--- src/rtl/key_debounce.sv ---
// Debounces active-low push buttons on a slow sample tick and queues
// press/release events in a small FIFO with a sticky overflow flag.
module key_debounce #(
  parameter int NKEYS        = 7,
  parameter int TICK_DIV     = 24000,
  parameter int STABLE_TICKS = 10,
  parameter int FIFO_DEPTH   = 8
) (
  input  logic             clk,
  input  logic             resetn,
  input  logic [NKEYS-1:0] key_raw,
  output logic [NKEYS-1:0] key_state,
  output logic             evt_valid,
  output logic [3:0]       evt_data,
  input  logic             evt_ready,
  output logic             evt_ovf,
  input  logic             ovf_clr
);

  localparam int PW = (TICK_DIV > 1) ? $clog2(TICK_DIV) : 1;
  localparam int AW = $clog2(FIFO_DEPTH);
  localparam logic [AW:0] PTR_ONE = {{AW{1'b0}}, 1'b1};

  logic [NKEYS-1:0] sync1_q, sync2_q;
  logic [PW-1:0]    presc_q, presc_d;
  logic [NKEYS-1:0] key_q, key_d;
  logic [3:0]       cnt_q [NKEYS];
  logic [3:0]       cnt_d [NKEYS];
  logic [NKEYS-1:0] pend_q, pend_d;
  logic [3:0]       mem_q [FIFO_DEPTH];
  logic [AW:0]      wptr_q, wptr_d, rptr_q, rptr_d;
  logic             valid_q, valid_d;
  logic [3:0]       data_q, data_d;
  logic             ovf_q, ovf_d;

  logic             tick_s;
  logic [NKEYS-1:0] drain_oh_s;
  logic [3:0]       wr_data_s;
  logic             wr_s, full_s, pop_s, push_s, drop_s, found_s;

  assign key_state = key_q;
  assign evt_valid = valid_q;
  assign evt_data  = data_q;
  assign evt_ovf   = ovf_q;

  // Prescaler wrap defines the sample tick
  always_comb begin
    tick_s  = (presc_q == PW'(TICK_DIV - 1));
    presc_d = tick_s ? '0 : presc_q + PW'(1);
  end

  // Lowest-index pending key drains first; event encodes the new level
  always_comb begin
    drain_oh_s = '0;
    wr_data_s  = 4'd0;
    found_s    = 1'b0;
    for (int i = 0; i < NKEYS; i++) begin
      if (pend_q[i] && !found_s) begin
        found_s       = 1'b1;
        drain_oh_s[i] = 1'b1;
        wr_data_s     = {~key_q[i], 3'(i)};
      end else begin
        found_s = found_s;
      end
    end
    wr_s = found_s;
  end

  // Per-key stability counters and level toggling on each tick
  always_comb begin
    key_d  = key_q;
    pend_d = pend_q & ~drain_oh_s;
    for (int i = 0; i < NKEYS; i++) begin
      cnt_d[i] = cnt_q[i];
      if (!tick_s) begin
        cnt_d[i] = cnt_q[i];
      end else if (sync2_q[i] == key_q[i]) begin
        cnt_d[i] = 4'd0;
      end else if (cnt_q[i] + 4'd1 == 4'(STABLE_TICKS)) begin
        key_d[i]  = ~key_q[i];
        cnt_d[i]  = 4'd0;
        pend_d[i] = 1'b1;
      end else begin
        cnt_d[i] = cnt_q[i] + 4'd1;
      end
    end
  end

  // FIFO control: a pop frees the slot so a write while full still lands
  always_comb begin
    full_s = (wptr_q[AW] != rptr_q[AW]) && (wptr_q[AW-1:0] == rptr_q[AW-1:0]);
    pop_s  = valid_q && evt_ready;
    push_s = wr_s && (!full_s || pop_s);
    drop_s = wr_s && full_s && !pop_s;
    wptr_d = push_s ? wptr_q + PTR_ONE : wptr_q;
    rptr_d = pop_s  ? rptr_q + PTR_ONE : rptr_q;
    valid_d = (wptr_d != rptr_d);
    if (!valid_d) begin
      data_d = data_q;
    end else if (rptr_d == wptr_q) begin
      data_d = wr_data_s;
    end else begin
      data_d = mem_q[rptr_d[AW-1:0]];
    end
    if (drop_s) begin
      ovf_d = 1'b1;
    end else if (ovf_clr) begin
      ovf_d = 1'b0;
    end else begin
      ovf_d = ovf_q;
    end
  end

  // Event storage; contents are only meaningful between the pointers
  always_ff @(posedge clk) begin
    if (push_s) begin
      mem_q[wptr_q[AW-1:0]] <= wr_data_s;
    end
  end

  // State registers
  always_ff @(posedge clk or negedge resetn) begin
    if (!resetn) begin
      sync1_q <= '1;
      sync2_q <= '1;
      presc_q <= '0;
      key_q   <= '1;
      cnt_q   <= '{default: 4'd0};
      pend_q  <= '0;
      wptr_q  <= '0;
      rptr_q  <= '0;
      valid_q <= 1'b0;
      data_q  <= 4'd0;
      ovf_q   <= 1'b0;
    end else begin
      sync1_q <= key_raw;
      sync2_q <= sync1_q;
      presc_q <= presc_d;
      key_q   <= key_d;
      cnt_q   <= cnt_d;
      pend_q  <= pend_d;
      wptr_q  <= wptr_d;
      rptr_q  <= rptr_d;
      valid_q <= valid_d;
      data_q  <= data_d;
      ovf_q   <= ovf_d;
    end
  end

endmodule

--- config.mk ---
export PLATFORM = sky130hd
export DESIGN_NAME = key_debounce
export DESIGN_NICKNAME = d
export VERILOG_FILES = /design/src/rtl/key_debounce.sv
export SDC_FILE = /design/constraint.sdc
export NUM_CORES = 1
export LEC_CHECK = 0
export CAP_MARGIN = 15
export CORE_MARGIN = 2
export CORE_UTILIZATION = 35
export DETAILED_ROUTE_END_ITERATION = 10
export HOLD_SLACK_MARGIN = 0.03
export MAX_ROUTING_LAYER = met4
export PLACE_DENSITY_LB_ADDON = 0.15
export SLEW_MARGIN = 10
export SYNTH_ARGS = -nofsm -noshare
export SYNTH_HDL_FRONTEND = slang
export SYNTH_SLANG_ARGS = --single-unit
--- constraint.sdc ---
create_clock -name clk -period 2.9 [get_ports clk]
set_clock_uncertainty 0.05 [all_clocks]
set_input_delay 0.58 -clock clk [delete_from_list [all_inputs] [get_ports clk]]
set_output_delay 0.58 -clock clk [all_outputs]
set_load 0.05 [all_outputs]
# ---- After elaboration in Yosys (flattened, before gate mapping)
# Memory sizes are Yosys's and may differ from the RTL's.
# Cells that the tools add are included.
dict set report op_classes {
  add_sub_neg 10
  eq_ne 19
  mux 63
  n_bitwise 16
  n_reduce_logical 28
}
# operator n
set op_table {}
lappend op_table {{$mux 4} 24}
lappend op_table {{$mux 1} 38}
lappend op_table {{$add 4x1->4 const B} 9}
lappend op_table {{$eq 4x4->1 const B} 7}
lappend op_table {{$reduce_and 3->1} 7}
lappend op_table {{$add 15x1->15 const B} 1}
lappend op_table {{$eq 15x15->1 const B} 1}
lappend op_table {{$mux 15} 1}
lappend op_table {{$not 1->1} 14}
lappend op_table {{$logic_and 1x1->1} 11}
lappend op_table {{$logic_not 1->1} 8}
lappend op_table {{$and 7x7->7} 1}
lappend op_table {{$eq 1x1->1} 7}
lappend op_table {{$not 7->7} 1}
lappend op_table {{$eq 4x4->1} 1}
lappend op_table {{$ne 4x4->1} 1}
lappend op_table {{$eq 3x3->1} 1}
lappend op_table {{$reduce_bool 2->1} 1}
lappend op_table {{$logic_or 1x1->1} 1}
lappend op_table {{$ne 1x1->1} 1}
dict set report word_totals {
  ff_bits 85
  mem_bits_rw 32
  in_bits 11
  output_inout_bits 13
  word_cells 160
  mem_count 1
}
# memory words width read_ports rd_ports_with_merged_regs write_ports line
set mem_list {}
lappend mem_list {mem_q 8 4 1 0 1 30} ;# logic [3:0] mem_q [FIFO_DEPTH];

# ---- Longest topological paths before layout
dict set report logic_depth {
  word_depth 24
  ltp_mapped 8
  depth_no_buf 8
}

# ---- Least setup slack after synthesis
# Ideal clock, no wire load.
dict set report synth_path {
  path_kind {register to register}
  from {register valid_q, in the netlist evt_valid}
  to {register data_q[0], in the netlist evt_data[0]}
  setup_time_ns 0.125
  t_arrival_ns 2.290
  required_ns 2.725
  setup_slack_ns 0.435
  stages_incl_launch_ff 8
  n_path_buf 1
  synth_period_minus_slack_ns 2.465
  cell_sequence {dfrtp_1 -> buf_4 -> nand2_2 -> or2_2 -> a211o_1 -> a2111oi_4 -> o22ai_2 -> mux2_2}
}
dict set report synth_via {
  elab_chain_len 5
  elab_cells_between_ends 9
  cone_classes {eq/ne: 2; mux: 3; reduce/logical: 3; memory: 1}
}
# element line
set synth_lines {}
lappend synth_lines {{start, declared} 32} ;# logic valid_q, valid_d;
lappend synth_lines {{start signal, assigned} 144} ;# valid_q <= valid_d;
lappend synth_lines {{$logic_and 1x1->1 *} 92} ;# pop_s = valid_q && evt_ready;
lappend synth_lines {{$logic_or 1x1->1} 93} ;# push_s = wr_s && (!full_s || pop_s);
lappend synth_lines {{$logic_and 1x1->1} 93}
lappend synth_lines {{$mux 4} 95} ;# wptr_d = push_s ? wptr_q + PTR_ONE : wptr_q;
lappend synth_lines {{$ne 4x4->1 *} 97} ;# valid_d = (wptr_d != rptr_d);
lappend synth_lines {{named net valid_d} 32}
lappend synth_lines {{end signal, assigned} 145} ;# data_q <= data_d;
lappend synth_lines {{end, declared} 33} ;# logic [3:0] data_q, data_d;
# The timed path passes the listed nets; every way through them passes the cells marked *.
# A chain may end at the register's enable or synchronous reset.

# ---- Worst setup path after layout
dict set report layout_path {
  from {input port evt_ready}
  to {register data_q[2], in the netlist evt_data[2]}
}
dict set report layout_via {
  elab_chain_len 5
  elab_cells_between_ends 9
  cone_classes {eq/ne: 2; mux: 3; reduce/logical: 3; memory: 1}
}
# element line
set layout_lines {}
lappend layout_lines {{start, declared} 15} ;# input logic evt_ready,
lappend layout_lines {{$logic_and 1x1->1 *} 92}
lappend layout_lines {{branches (longest 4 deep; another with $mem_v2 8x4)} --}
# Mark *: on every way between the ends.

==> metrics.md <==
| Metric | Value |
|---|---|
| Result of the run | `finished, final reports clean` |
| Most instantiated flip-flop cell in the synthesis netlist | `sky130_fd_sc_hd__dfrtp_1` |
| Crit path launch type | `primary input` |
| Post-synthesis cell type count | `58` |
| Net total in the final layout | `635` |
| Area post-placement | `6510 um2` |
| Filler cells | `1544` |
| Iteration count of the initial detailed-routing pass | `4` |
| Area share of the largest cell type after synthesis | `27.1%` |
| Pin count of the biggest net entering global routing | `57` |
| Area of the mapped netlist | `5910 um2` |
| Row Count | `47` |
| Number of buffers inserted by hold repair at cts | `0` |
| Final setup vio count | `0` |
| H-Tree Level Count | `4` |
| Share of synthesized flip-flops with an asynchronous set or reset | `72.6%` |
| Global-route wire length before repair | `21.3 mm` |
| CP Max Fanout | `9` |
| Critical Path AT | `2.85 ns` |
| Layout cells sized above 1 | `17.1%` |
| Remaining number of nets flagged by the antenna check after routing | `0` |
| Pins over their slew limit | `0` |
| Post CTS Setup Buffer Count | `0` |
| # resized after CTS | `0` |
| GP Congestion | `0.930` |
| Final Cycle Share | `87.5%` |
| Crit path time final | `2.54 ns` |
| Fmax | `0.394 GHz` |
| Setup crit end kind | `flip-flop` |
| Setup CP Type | `in2reg` |
| Yosys synthesis warning count | `0` |
| Delay-heaviest family, CP | `compound AO/OA/AOI/OAI gates` |
| TritonCTS clock tree | `done` |
| Area growth, synth to finish | `20.3%` |
| Count of vias placed by the detailed router | `4294` |
| Post-Route WL | `12.8 mm` |
| Antenna diode count | `0` |
| Post-route setup TNS | `0 ns` |
| Sequential area share after synthesis | `52.7%` |
| Total buffers and inverters traversed by the critical path | `2` |
| Synth area leaders | `sky130_fd_sc_hd__dfrtp_1 27%, sky130_fd_sc_hd__edfxtp_1 16%, sky130_fd_sc_hd__dfstp_2 9.3%, sky130_fd_sc_hd__o21ai_0 4.3%, sky130_fd_sc_hd__ha_1 3.6%` |
| Hold/Removal Path Class | `in2async` |
| Post-DP HPWL | `8.95 mm` |
| Critical Path Slowest Stage Cell | `sky130_fd_sc_hd__clkdlybuf4s50_1` |
| Number of cells produced by synthesis | `562` |
| Remaining Overflow, GRT | `0` |
| Boundary pin count | `24` |
| Library cell used as clock root buffer | `sky130_fd_sc_hd__clkbuf_16` |
| Number of port buffers | `23` |
| Horizontal extent of the die | `134 um` |
| Biggest cell delay along the critical path | `0.55 ns` |
| Relative slew slack | `63.1%` |
| Average footprint of a synthesized cell | `10.5 um2` |
| Wirelength per Cell | `15.2 um` |
| Final design area excluding fillers | `7110 um2` |
| Register clock-pin slew on the reported worst setup and hold paths | `0.06 ns` |
| Worst vdd rail ir drop | `0.452 mV` |
| Number of synthesized flops with an enable pin | `32` |
| Top cell by count, worst path | `sky130_fd_sc_hd__mux2_2` |
| Syn_nets | `590` |
| Maxcap violations | `0` |
| Unrepaired setup endpoints after global routing | `false` |
| Crit path cell chain | `clkdlybuf4s50_1 > buf_4 > a21boi_1 > o21ai_0 > and3_1 > a2111oi_0 > mux2_2 > mux2_2` |
| Slew at the pin closest to its max-slew limit | `0.548 ns` |
| Worst skew pair latency | `0.42 ns` |
| Initial antenna violation count | `0` |
| Yosys reg bits | `117` |
| Clock buffer count from CTS | `17` |
| Required time of the critical path | `3.21 ns` |
| Core outline area | `16500 um2` |
| Die Height | `134 um` |
| Clock tree sinks | `117` |
| Final total power | `0.00507 W` |
| Ratio of routed vias to standard cells | `5.11` |
| Buffer depth of the longest clock path | `2` |
| DRC violations left | `0` |
| Area leader, netlist | `sky130_fd_sc_hd__dfrtp_1` |
| Starting density of the core | `35.8%` |
| Power density over the cells | `713 nW/um2` |
| Global-route total usage across every layer | `15.7%` |
| Final Hold Slack | `0.0873 ns` |
| Register-to-register path setup slack | `0.51 ns` |
| Final hold vios | `0` |
| Number of global-route vias before repair | `4262` |
| Leakage power of the design | `2.95 nW` |
| Total Die Area | `17900 um2` |
| Number of DRC markers after the initial detailed-route iteration | `244` |
-- cell families after synthesis --
family	Yosys count	share of synthesized area, %
AND/OR/NAND/NOR	209	17.7
AO/OA/AOI/OAI	119	13.4
flip-flops	117	52.7
buffers and inverters	42	3.11
XOR/XNOR	37	5.61
multiplexers	21	3.87
adder cells (fa/ha/maj)	17	3.60
-- state kept, by name, indices dropped and copies added, names as in the netlist --
name / flops
mem_q: 32
cnt_q: 28
presc_q: 15
key_state: 7
pend_q: 7
sync1_q: 7
sync2_q: 7
evt_data: 4
rptr_q: 4
wptr_q: 4
evt_ovf: 1
evt_valid: 1
-- cells in the final DEF (no fill, tap or decap), types with 22 or more instances in the layout --
cell type                         instances
sky130_fd_sc_hd__dfrtp_1                 64
sky130_fd_sc_hd__nand2_1                 51
sky130_fd_sc_hd__o21ai_0                 51
sky130_fd_sc_hd__nor2_1                  47
sky130_fd_sc_hd__nand3_1                 34
sky130_fd_sc_hd__edfxtp_1                32
sky130_fd_sc_hd__xnor2_1                 23
sky130_fd_sc_hd__buf_4                   23
sky130_fd_sc_hd__clkdlybuf4s50_1         22
-- cell usage after synthesis, drive strengths merged, types with 6 or more instances --
library cell / n
buf: 9
xnor2: 24
a21oi: 15
xor2: 13
nor2: 47
dfrtp: 64
dfstp: 21
nor3: 14
a21bo: 6
and3: 19
ha: 17
edfxtp: 32
mux2i: 6
o21ai: 53
nor3b: 9
inv: 21
nand2: 53
o31ai: 11
mux2: 15
clkbuf: 12
nand3: 34
-- path summary, 6_finish.rpt --
check / startpoint / end / cells past startpoint
max in group asynchronous: resetn / sync2_q[3] / 2
min: resetn / cnt_q[2] / 1
max: evt_ready / evt_data[2] / 8
max reg2reg: rptr_q[1] / evt_data[1] / 7
min in group clk: sync1_q[2] / sync2_q[2] / 0
min reg2reg: sync1_q[2] / sync2_q[2] / 0
-- power breakdown --
group / switching (W) / internal (W) / total [W]
clock: 0.000743 / 0.00136 / 0.00210
combinational: 0.000616 / 0.000496 / 0.00111
sequential: 0.0000885 / 0.00177 / 0.00186
total: 0.00145 / 0.00363 / 0.00507
-- stage by stage --
| step | util (%) | setup slack, ns | instances |
|---|---|---|---|
| finish | 43.0 | 0.363 | 840 |
| detailed placement | 39.4 | -0.0511 | 808 |
| CTS | 43.0 | 0.385 | 840 |
| floorplan | - | 0.435 | 562 |
| global placement | 39.4 | 0.0202 | 808 |
| global route | 43.0 | 0.102 | 840 |
-- cell type report --
class	instances	area, um2	area share (%)
clock buffer	18	439	6.18
clock inverter	14	160	2.25
inverter	21	78.8	1.11
multi-input combinational	403	2610	36.7
sequential	117	3110	43.8
tap	220	275	3.87
timing repair buffer	47	433	6.09
-- layer usage --
layer / track usage (%) / routed length, um / vias up / share of wire [%]
li1: - / - / 2112 / -
met1: 19.4 / 6040 / 2086 / 47
met2: 24.7 / 6060 / 71 / 48
met3: 3.70 / 370 / 25 / 2.9
met4: 6.68 / 291 / 0 / 2.3
met5: - / 0 / - / 0
No activity file was read; power rests on OpenSTA's default activity.
